## src/rtl/secuencia_escritura_rtc.sv

```systemverilog
`default_nettype none
// ----------------------------------------------------------------------------
// secuencia_escritura_rtc : RTC write sequence on a multiplexed A/D bus
// Rev 1.0
// ----------------------------------------------------------------------------
module secuencia_escritura_rtc #(
  parameter int unsigned T_FASE = 4
) (
  input  logic       reloj,
  input  logic       resetM,
  input  logic       inicio,
  input  logic [7:0] dir,
  input  logic [7:0] dato,
  input  logic       tick,
  output logic [7:0] AD_out,
  output logic       AD_oe,
  output logic       CS_n,
  output logic       RD_n,
  output logic       WR_n,
  output logic       A_D,
  output logic       ocupado,
  output logic       listo
);

  typedef enum logic [3:0] {
    IDLE  = 4'd0,
    A_SET = 4'd1,
    A_WR  = 4'd2,
    A_HLD = 4'd3,
    PAUSA = 4'd4,
    D_SET = 4'd5,
    D_WR  = 4'd6,
    D_HLD = 4'd7,
    FIN   = 4'd8
  } estado_t;

  localparam logic [3:0] C_ULTIMO = 4'(T_FASE - 1);

  estado_t    estado_q, estado_d;
  logic [3:0] cnt_q, cnt_d;
  logic [7:0] dir_q, dir_d;
  logic [7:0] dato_q, dato_d;

  always_ff @(posedge reloj or negedge resetM) begin
    if (!resetM) begin
      estado_q <= IDLE;
      cnt_q    <= 4'd0;
      dir_q    <= 8'h00;
      dato_q   <= 8'h00;
    end else begin
      estado_q <= estado_d;
      cnt_q    <= cnt_d;
      dir_q    <= dir_d;
      dato_q   <= dato_d;
    end
  end

  always_comb begin
    estado_d = estado_q;
    cnt_d    = cnt_q;
    dir_d    = dir_q;
    dato_d   = dato_q;
    case (estado_q)
      IDLE: begin
        if (inicio) begin
          dir_d    = dir;
          dato_d   = dato;
          cnt_d    = 4'd0;
          estado_d = A_SET;
        end
      end
      FIN: estado_d = IDLE;
      default: begin
        // Phase states occupy consecutive encodings, so advancing is +1.
        if (tick) begin
          if (cnt_q == C_ULTIMO) begin
            cnt_d    = 4'd0;
            estado_d = estado_t'(estado_q + 4'd1);
          end else begin
            cnt_d = cnt_q + 4'd1;
          end
        end
      end
    endcase
  end

  always_comb begin
    AD_out  = 8'h00;
    AD_oe   = 1'b0;
    CS_n    = 1'b1;
    WR_n    = 1'b1;
    A_D     = 1'b1;
    ocupado = (estado_q != IDLE);
    listo   = 1'b0;
    case (estado_q)
      A_SET, A_WR, A_HLD: begin
        AD_out = dir_q;
        AD_oe  = 1'b1;
        CS_n   = 1'b0;
        A_D    = 1'b0;
        WR_n   = (estado_q != A_WR);
      end
      D_SET, D_WR, D_HLD: begin
        AD_out = dato_q;
        AD_oe  = 1'b1;
        CS_n   = 1'b0;
        WR_n   = (estado_q != D_WR);
      end
      FIN:     listo = 1'b1;
      default: ;
    endcase
  end

  assign RD_n = 1'b1;

endmodule
`default_nettype wire

```

## config.mk

```make
export PLATFORM = sky130hd
export DESIGN_NAME = secuencia_escritura_rtc
export DESIGN_NICKNAME = d
export VERILOG_FILES = /design/src/rtl/secuencia_escritura_rtc.sv
export SDC_FILE = /design/constraint.sdc
export NUM_CORES = 1
export LEC_CHECK = 0
export ABC_CLOCK_PERIOD_IN_PS = 3820
export CORE_ASPECT_RATIO = 0.6
export CORE_MARGIN = 2
export CORE_UTILIZATION = 35
export CTS_BUF_LIST = sky130_fd_sc_hd__clkbuf_8
export CTS_CLUSTER_DIAMETER = 120
export CTS_CLUSTER_SIZE = 30
export DETAILED_ROUTE_END_ITERATION = 10
export PLACE_DENSITY = 0.6
export SLEW_MARGIN = 20
export SYNTH_ARGS = -nofsm -noshare
export SYNTH_HDL_FRONTEND = slang
export SYNTH_SLANG_ARGS = --single-unit
```

## constraint.sdc

```tcl
create_clock -name reloj -period 3.82 [get_ports reloj]
set_clock_uncertainty 0.1 [all_clocks]
set_input_delay 0.382 -clock reloj [delete_from_list [all_inputs] [get_ports reloj]]
set_output_delay 0.382 -clock reloj [all_outputs]
set_load 0.1 [all_outputs]
```

# After elaboration in Yosys (flattened, before gate mapping)
# Cells that the tools add are included.
word_totals:
  reg_bits: 24
  latchBits: 0
  mem_bits_rw: 0
  mem_bits_ro: 0
  out_inout_bits: 15
  wordCells: 43
  memories: 0
classes:
  n_addsub: 2
  multipliers: 0
  n_div: 0
  n_lt_le_gt_ge: 0
  eq_ne: 11
  shifts: 0
  muxes: 14
  bitwise_logic: 1
  reduce_logical: 11
ops:
  columns: ["operator", "count"]
  rows:
  - ["4-bit 2-to-1 mux", 6]
  - ["4-bit case mux with 2 select lines", 2]
  - ["8-bit case mux with 2 select lines", 1]
  - ["4-bit by 2-bit == test with 1-bit output, second input constant", 3]
  - ["4-bit by 3-bit == test with 1-bit output, second input constant", 3]
  - ["4-bit by 1-bit adder with 4-bit output, second input constant", 2]
  - ["3-bit AND reduction", 2]
  - ["3-bit nonzero test", 2]
  - ["3-bit OR reduction", 2]
  - ["6-bit OR reduction", 1]
  - ["4-bit by 1-bit == test with 1-bit output, second input constant", 1]
  - ["4-bit == test, second input constant", 1]
  - ["4-bit zero test", 1]
  - ["1-bit 2-to-1 mux", 4]
  - ["4-bit by 2-bit inequality test with 1-bit output, second input constant", 1]
  - ["4-bit by 3-bit inequality test with 1-bit output, second input constant", 1]
  - ["4-bit nonzero test", 1]
  - ["2-bit inequality test, second input constant", 1]
  - ["1-bit case mux with 2 select lines", 1]
  - ["2-bit AND reduction", 1]
  - ["2-bit nonzero test", 1]
  - ["1-bit NOT", 1]

# Depth between registers and ports, before layout
# Gate-level depths: netlist of run 1.
depth:
  ltp_word: 4
  ltp_mapped: 7

# Worst setup path after synthesis of run 1
# No wires, ideal clock.
synth_path:
  kind: "reg2out"
  startpoint: "register estado_q[0]"
  endpoint: "output port AD_out[0]"
  t_arrival_ps: 3035
  path_slack_ps: 303
  stages_incl_launch_ff: 7
  path_buffers: 1
  path_cell_list: "dfrtp_1 > inv_1 > ha_1 > nor3_1 > or2_2 > clkbuf_1 > nor2_1"
synth_between:
  elab_chain_len: 3
  word_cells_on_any_way: 9
synth_rtl:
  columns: ["element", "line", "rtl"]
  rows:
  - ["start, declared", "39", "estado_t estado_q, estado_d;"]
  - ["start signal, assigned", "51", "estado_q <= estado_d;"]
  - ["4-bit by 3-bit == test with 1-bit output, or another cell as far along", "95", "case (estado_q)"]
  - ["3-bit OR reduction", null, null]
  - ["8-bit case mux with 2 select lines *", "95", null]
  - ["end, declared", "15", "output logic [7:0] AD_out,"]
# Every way passes the cells marked *; elsewhere a longest branch is shown, timed or not.

# Worst setup path after layout of run 1
layout_path:
  startpoint: "register estado_q[0]"
  endpoint: "output port ocupado"
layout_between:
  elab_chain_len: 1
layout_rtl:
  columns: ["element", "line", "rtl"]
  rows:
  - ["4-bit nonzero test", "93", "ocupado = (estado_q != IDLE);"]
  - ["end, declared", "21", "output logic ocupado,"]
# No other way between the ends.

==> results of run 1 <==
## state kept, by name, indices dropped and copies added, names as in the netlist
name / cells
estado_q: 4
cnt_q: 4
dato_q: 8
dir_q: 8
## stage by stage
stage               cells  hold slack, ns
floorplan             109        -0.01359
global placement      181          0.3880
detailed placement    181          0.3953
CTS                   185          0.4158
global route          185         0.03239
finish                185        -0.01325
## layout make-up
| cell class | count | area, um^2 | share of cell area [%] |
|---|---|---|---|
| clock buffers | 3 | 41.29 | 2.472 |
| clock inverters | 1 | 30.03 | 1.798 |
| inverters | 3 | 11.26 | 0.6742 |
| multi-input cells | 75 | 630.6 | 37.75 |
| flip-flops and latches | 24 | 600.6 | 35.96 |
| well taps | 45 | 56.30 | 3.371 |
| repair buffers | 34 | 300.3 | 17.98 |
## metal layers
metal	vias to the layer above	share of wire, %	track usage, %
li1	445	-	-
met1	452	49	18.91
met2	25	45	21.27
met3	2	6.4	4.137
met4	0	0.50	2.778
met5	-	0	0
## synthesized netlist by cell type
master	count	share of area, %
dfrtp_1	24	47
mux2_2	17	15
mux2i_1	12	9.4
nor2_1	10	2.9
ha_1	5	4.9
inv_1	3	0.88
nand2_1	3	0.88
a32o_1	2	1.6
and3_1	2	0.98
buf_2	2	0.78
buf_4	2	1.2
nand2b_1	2	0.98
nand3_1	2	0.78
o21ai_0	2	0.78
or3_1	2	0.98
a211oi_1	1	0.59
a21oi_1	1	0.39
a2bb2o_1	1	0.78
a31oi_1	1	0.49
and2_1	1	0.49
and4bb_2	1	0.98
buf_8	1	1.2
clkbuf_1	1	0.29
clkbuf_2	1	0.39
conb_1	1	0.29
nand3b_1	1	0.59
nand4_1	1	0.49
nor2b_1	1	0.49
nor3_1	1	0.39
nor3b_1	1	0.59
nor4bb_1	1	0.78
o22ai_1	1	0.49
or2_2	1	0.49
or3b_2	1	0.69
## path summary, 6_finish.rpt
kind                       depth (start not counted)           to   startpoint
setup / recovery                                   4      ocupado  estado_q[0]
hold / removal                                     1     cnt_q[1]       resetM
setup reg to reg                                   5    dato_q[2]  estado_q[0]
hold reg to reg                                    1     dir_q[5]     dir_q[5]
max in group asynchronous                          1  estado_q[1]       resetM
min in group reloj                                 1     dir_q[5]     dir_q[5]
## logic make-up (layout without fill, tap and decap cells)
kind of cell               count (synthesis)  in the layout  synth area share [%]
and+or+nand+nor                           31             31                 13.53
AOI/OAI and AO/OA                          9              9                 5.099
DFF                                       24             24                 47.06
muxes                                     29             29                 24.41
buffers and inverters                     10             41                 4.705
adders and majority gates                  5              5                 4.902
other                                      1              1                0.2938
==> out/metrics.csv, run 1 <==
metric;value;unit
grt_overflow_total;0;
utilization;49.67;%
die_area;0.004161;mm^2
drive_above_1_share;28.57;%
cts_setup_buffers;0;
final_cell_area;0.001670;mm^2
slew-limit-headroom;35.74;%
cpPeakStageDelay;0.98;ns
fin_nets;166;
drc;0;
first_global_vias;919;
port_buffers;33;
ys_ff_latch;24;
crit_chain;inv_1 -> ha_1 -> or3b_2 -> clkdlybuf4s50_1;
crit_type;flip-flop to output pin;
ys_warn_count;0;
antenna_left;0;
grt_first_pass_wirelength;4.312;mm
io_pins;35;
cp_num_buf_inv;2;
ctsResizeCount;0;
worst_slew_pin_slew;0.9610;ns
dpl_cell_area;0.001604;mm^2
hp-class;input port to async pin;
cts_made_buffers;3;
fin_crit_sh;79.37;%
setup_viol_count_final;0;
grt_usage;13.69;%
hpwl;1.928;mm
vias;924;
syn_area;0.001276;mm^2
htree_levels;1;
hold_viol;24;
setup_ws;0.7880;ns
final_common_cell;dfrtp_1;
maxSlewViolCount;0;
core;0.003363;mm^2
antenna_found_initial;0;
initial_utilization;37.95;%
synth_cells;109;
regToRegSetupSlack;1.77;ns
crit_family;buffers and inverters;
max_cap_viol_count;0;
min_period;3.032;ns
wirelength;2.600;mm
seq_area_frac_synth;47.06;%
crit_required;3.34;ns
cp.arrival;2.55;ns
critPathLaunchType;flip-flop;
rsz0062_at_grt;false;
rows;16;
outcome;finished with violations;
die_w;81.96;um
setup_tns;0;ns
tritoncts;built;
layout_common_cells;dfrtp_1, clkdlybuf4s50_1, mux2_2, buf_4, mux2i_1;
postSynthAreaPerCell;11.71;um^2
critPathMaxFanout;6;
wl_per_cell;14.05;um
cts_sinks;24;
synth_cell_types;34;
dieHeight;50.78;um
hold-worst-slack;-0.01325;ns
drt-initial-drc-count;34;
drt-pass1-iter-count;4;
fillers;313;
pre_cts_slack;1.089;ns
grt_max_degree;25;
violations;negative hold slack;
cts_buffer_depth;2;
syn_to_final_growth;30.88;%
timing.fmax;329.8;MHz
critPathSlowestCell;clkdlybuf4s50_1;
cts_root_buf;clkbuf_8;
routed_via_density;4.995;
cts.clk_slew.worst_paths;0.09;ns
clk_latency;0.26;ns
end_kind;output pin;
place.gp.congestion;0.7942;
num_antenna_cells;0;
cts_hold_buf;0;
synth_nets;134;
Power of run 1 is left out: the tool's default activity adds up to more than one toggle a clock period on the data nets, which glitch-free logic cannot reach.
==> inputs of run 2 (changes only) <==
- ABC_CLOCK_PERIOD_IN_PS: 3820 -> 3000
- clock period: 3.82 -> 3 ns (I/O delays scaled with it)
==> run 2 against run 1 <==
  * The flow now finishes without violations
  * Final cell count is 0.54% higher
  * Register-to-register slack worse by 0.72 ns
  * Design area is 0.60% higher
  * Hold slack better by 0.29 ns
  * Routed wire length is 3.9% higher
  * Global-route usage is 0.15 points higher
  * Critical path type unchanged
  * Via count is 4.5% lower
  * Highest routed layer unchanged
==> out/metrics.csv, run 2 (synthesized netlist as in run 1, its figures left out) <==
metric;value;unit;change
outcome;complete, no violations;;
cpPeakStageDelay;0.45;ns;-0.53 ns
grt_max_degree;25;;unchanged
cts_setup_buffers;0;;unchanged
drt-pass1-iter-count;4;;unchanged
fin_nets;167;;+0.60%
max_cap_viol_count;0;;unchanged
critPathMaxFanout;10;;+4
grt_first_pass_wirelength;4.333;mm;+0.49%
rsz0062_at_grt;false;;
cp_num_buf_inv;2;;unchanged
cts_sinks;24;;unchanged
fin_crit_sh;76.95;%;
hpwl;1.984;mm;+2.9%
slew-limit-headroom;49.29;%;+14 points
core;0.003363;mm^2;unchanged
io_pins;35;;unchanged
hold-worst-slack;0.2812;ns;+0.2945 ns
die_w;81.96;um;unchanged
syn_to_final_growth;31.67;%;
dp_cells;182;;+0.55%
port_buffers;33;;unchanged
initial_utilization;37.95;%;unchanged
antenna_left;0;;unchanged
layout_common_cells;dfrtp_1, clkdlybuf4s50_1, mux2_2, buf_4, mux2i_1;;
rows;16;;unchanged
layoutNonFillerInstCount;186;;+0.54%
num_antenna_cells;0;;unchanged
crit_required;2.60;ns;-0.74 ns
cts_made_buffers;3;;unchanged
drc;0;;unchanged
cp-startpoint;estado_q[0];;
ctsResizeCount;0;;unchanged
critPathSlowestCell;dfrtp_1;;
drive_above_1_share;29.08;%;+0.51 points
cts_buffer_depth;2;;unchanged
final_common_cell;dfrtp_1;;
cp.arrival;1.91;ns;-0.64 ns
dieHeight;50.78;um;unchanged
critPathLaunchType;flip-flop;;
die_area;0.004161;mm^2;unchanged
crit_family;simple AND/OR/NAND/NOR gates;;
maxSlewViolCount;0;;unchanged
hold_viol;0;;-100%
drt-initial-drc-count;25;;-26%
crit_type;flip-flop to output pin;;
wirelength;2.701;mm;+3.9%
utilization;49.96;%;+0.30 points
tritoncts;built;;
end_kind;output pin;;
grt_overflow_total;0;;unchanged
cts.clk_slew.worst_paths;0.09;ns;about the same
worstReg2RegStart;estado_q[2];;
antenna_found_initial;0;;unchanged
vias;882;;-4.5%
reg_top3;dato_q (8), dir_q (8);;
routed_via_density;4.742;;-5.1%
min_period;2.308;ns;
timing.fmax;433.2;MHz;
crit_chain;inv_1 -> ha_1 -> nor3_1 -> or2_2 -> nor2_1 -> buf_4;;
clk_latency;0.27;ns;about the same
wl_per_cell;14.52;um;+3.3%
grt_usage;13.85;%;+0.15 points
worst_slew_pin_slew;0.7606;ns;-0.2003 ns
hp-class;input port to async pin;;
cts_hold_buf;0;;unchanged
htree_levels;1;;unchanged
first_global_vias;887;;-3.5%
cts_root_buf;clkbuf_8;;
place.gp.congestion;0.7614;;-4.1%
setup_viol_count_final;0;;unchanged
-- run 2: changes by cell type in the layout (fill, tap and decap cells not counted), sizes merged --
cell  before  now
buf       15   16
-- run 2: final timing paths --
kind | endpoint | slack [ns] | depth (start not counted)
hold / removal | dato_q[6] | 0.28 | 2
max in group asynchronous | dir_q[2] | 2.28 | 2
min in group reloj | dir_q[2] | 0.41 | 1
setup reg to reg | cnt_q[2] | 1.05 | 3
setup / recovery | AD_out[2] | 0.69 | 6
hold reg to reg | dir_q[2] | 0.41 | 1
-- run 2: per-layer routing --
metal  GRT usage (%)  part of all wire [%]  vias up
li1                -                     -      452
met1           20.84                    52      407
met2           19.65                    41       19
met3           4.137                   6.3        4
met4           2.500                  0.59        0
met5               0                     0        -
-- run 2: layout make-up --
type                            count  area, um^2
Fill cell                         317        1683
Multi-Input combinational cell     75       630.6
Sequential cell                    24       600.6
Timing Repair Buffer               35       310.3
Tap cell                           45       56.30
Clock buffer                        3       41.29
Clock inverter                      1       30.03
Inverter                            3       11.26
-- run 2: stage by stage --
step	TNS (ns)	cell area [um^2]	worst slack [ns]
2_1_floorplan	-1.483	1277	-0.1854
3_3_place_gp	0	1609	0.9886
3_5_place_dp	0	1609	0.9728
4_1_cts	0	1680	0.6542
5_1_grt	0	1680	0.5278
6_report	0	1680	0.6915
Power of run 2 is left out for the same reason.
==> inputs of run 3 (changes only) <==
- ABC_CLOCK_PERIOD_IN_PS: 3000 -> 1900
- PLACE_DENSITY: 0.6 -> 0.63
- clock period: 3 -> 1.9 ns (I/O delays scaled with it)
==> run 3 against run 2 <==
  * The flow now finishes with violations (negative setup slack)
  * Flip-flop and latch count did not move
  * Design area grew 32%
  * Clock-buffer cell count up 1
  * Register-to-register slack got worse by 1.2 ns
  * Die area unchanged
  * Global-route usage is 3.0 points higher
  * Non-clock buffer count is 18 higher
  * Via count up 17%
  * Routed wire length rose by 26%
  * Critical endpoint is now AD_out[4]
==> out/metrics.csv, run 3 (synthesized netlist as in run 1, its figures left out) <==
metric;value;unit;change
top_layer;met4;;
setup_viol_count_final;30;;+30
critPathLaunchType;flip-flop;;
rsz0062_at_grt;true;;
final_common_cell;dfrtp_1;;
crit_end;AD_out[4];;
min_period;2.070;ns;
worstReg2RegStart;estado_q[0];;
core;0.003363;mm^2;unchanged
layout_common_cells;dfrtp_1, clkdlybuf4s50_1, mux2_4, buf_12, buf_4;;
wl_per_cell;16.68;um;+15%
grt_max_degree;25;;unchanged
regToRegEndpoint;dir_q[0];;
hpwl;2.299;mm;+16%
routed_via_density;5.064;;+6.8%
drt-pass1-iter-count;4;;unchanged
maxSlewViolCount;0;;unchanged
antenna_left;0;;unchanged
wl_met1;1.662;mm;+18%
drt-initial-drc-count;42;;+68%
cp.arrival;1.78;ns;-0.13 ns
place.gp.congestion;0.7941;;+4.3%
grt_usage;16.85;%;+3.0 points
vias;1033;;+17%
dr_wl_met2;1.562;mm;+42%
syn_to_final_growth;74.02;%;
antenna_found_initial;0;;unchanged
cts_sinks;24;;unchanged
initial_utilization;37.95;%;unchanged
wl_met3;169;um;-0.59%
num_antenna_cells;0;;unchanged
grt_first_pass_wirelength;5.292;mm;+22%
drc;0;;unchanged
r2r_cells;7;;+4
critPathMaxFanout;7;;-3
die_area;0.004161;mm^2;unchanged
die_w;81.96;um;unchanged
clk_latency;0.27;ns;about the same
fin_nets;185;;+11%
setup_ws;-0.1696;ns;-0.8611 ns
regToRegSetupSlack;-0.10;ns;-1.15 ns
dieHeight;50.78;um;unchanged
cts_buffer_depth;2;;unchanged
rows;16;;unchanged
htree_levels;1;;unchanged
wirelength;3.402;mm;+26%
crit_type;flip-flop to output pin;;
violations;negative setup slack;;
hold_viol;0;;unchanged
first_global_vias;1066;;+20%
utilization;66.03;%;+16 points
timing.fmax;483.2;MHz;
io_pins;35;;unchanged
end_kind;output pin;;
tritoncts;built;;
grt_overflow_total;0;;unchanged
drive_above_1_share;52.20;%;+23 points
port_buffers;33;;unchanged
cp-startpoint;estado_q[0];;
max_cap_viol_count;0;;unchanged
cts_root_buf;clkbuf_8;;
fin_crit_sh;108.9;%;
cts.clk_slew.worst_paths;0.09;ns;about the same
hp-class;input port to async pin;;
reg_top3;dato_q (8), dir_q (8);;
cts_made_buffers;3;;unchanged
crit_required;1.61;ns;-0.99 ns
outcome;finished with violations;;
-- run 3: cell types whose count changed in the layout (fill, tap and decap cells not counted), moves of 4 or more --
cell,previous run,this run
nor2_1,10,2
buf_12,0,15
nor2_4,0,8
buf_6,0,5
mux2_4,0,16
mux2_2,17,1
ha_1,5,1
-- run 3: worst min path at each step --
stage / startpoint / depth (start not counted) / endpoint
2_1_floorplan: resetM / 0 / cnt_q[0]
3_3_place_gp: dato_q[3] / 1 / dato_q[3]
3_5_place_dp: dato_q[4] / 1 / dato_q[4]
4_1_cts: resetM / 2 / dir_q[7]
5_1_grt: resetM / 2 / dato_q[3]
6_report: resetM / 2 / cnt_q[1]
-- run 3: layout make-up --
| cell class | count | area (um^2) |
|---|---|---|
| Tap cell | 45 | 56.30 |
| Timing Repair Buffer | 53 | 651.9 |
| Inverter | 3 | 17.52 |
| Clock buffer | 4 | 55.05 |
| Sequential cell | 24 | 604.3 |
| Fill cell | 247 | 1142 |
| Multi-Input combinational cell | 75 | 835.8 |
-- run 3: per-stage QoR --
stage | instances | TNS [ns] | hold slack (ns) | setup WS (ns) | cell area (um^2)
2_1_floorplan | 109 | -0.4747 | -0.2056 | -0.07314 | 1375
3_3_place_gp | 189 | 0 | 0.3877 | 0.1019 | 1927
3_5_place_dp | 189 | 0 | 0.3993 | 0.03782 | 1927
4_1_cts | 198 | -1.590 | 0.1945 | -0.1701 | 2064
5_1_grt | 204 | -5.400 | 0.2153 | -0.2400 | 2221
6_report | 204 | -2.823 | 0.1816 | -0.1696 | 2221
-- run 3: repair_timing --
| action | 4_1_cts | 5_1_grt |
|---|---|---|
| pin swaps | 4 | 3 |
| endpoints found under the hold margin | 0 | 0 |
| cloned | 0 | 1 |
| buffers inserted | 5 | 5 |
| hold buffers | 0 | 0 |
| endpoints found under the setup margin | 12 | 32 |
| resized for setup | 11 | 31 |
-- run 3: worst max-delay path: stages (launching register included) --
cell and delay, ns:
dfrtp_2 0.47, inv_4 0.09, ha_4 0.14, nor3_4 0.04, or2_4 0.31, buf_12 0.16, nor2_4 0.11, buf_12 0.18
-- run 3: routing by layer --
layer	vias to the layer above	GRT usage, %
li1	482	-
met1	522	23.54
met2	27	27.37
met3	2	4.137
met4	0	1.667
met5	-	0
Power of run 3 is left out for the same reason.
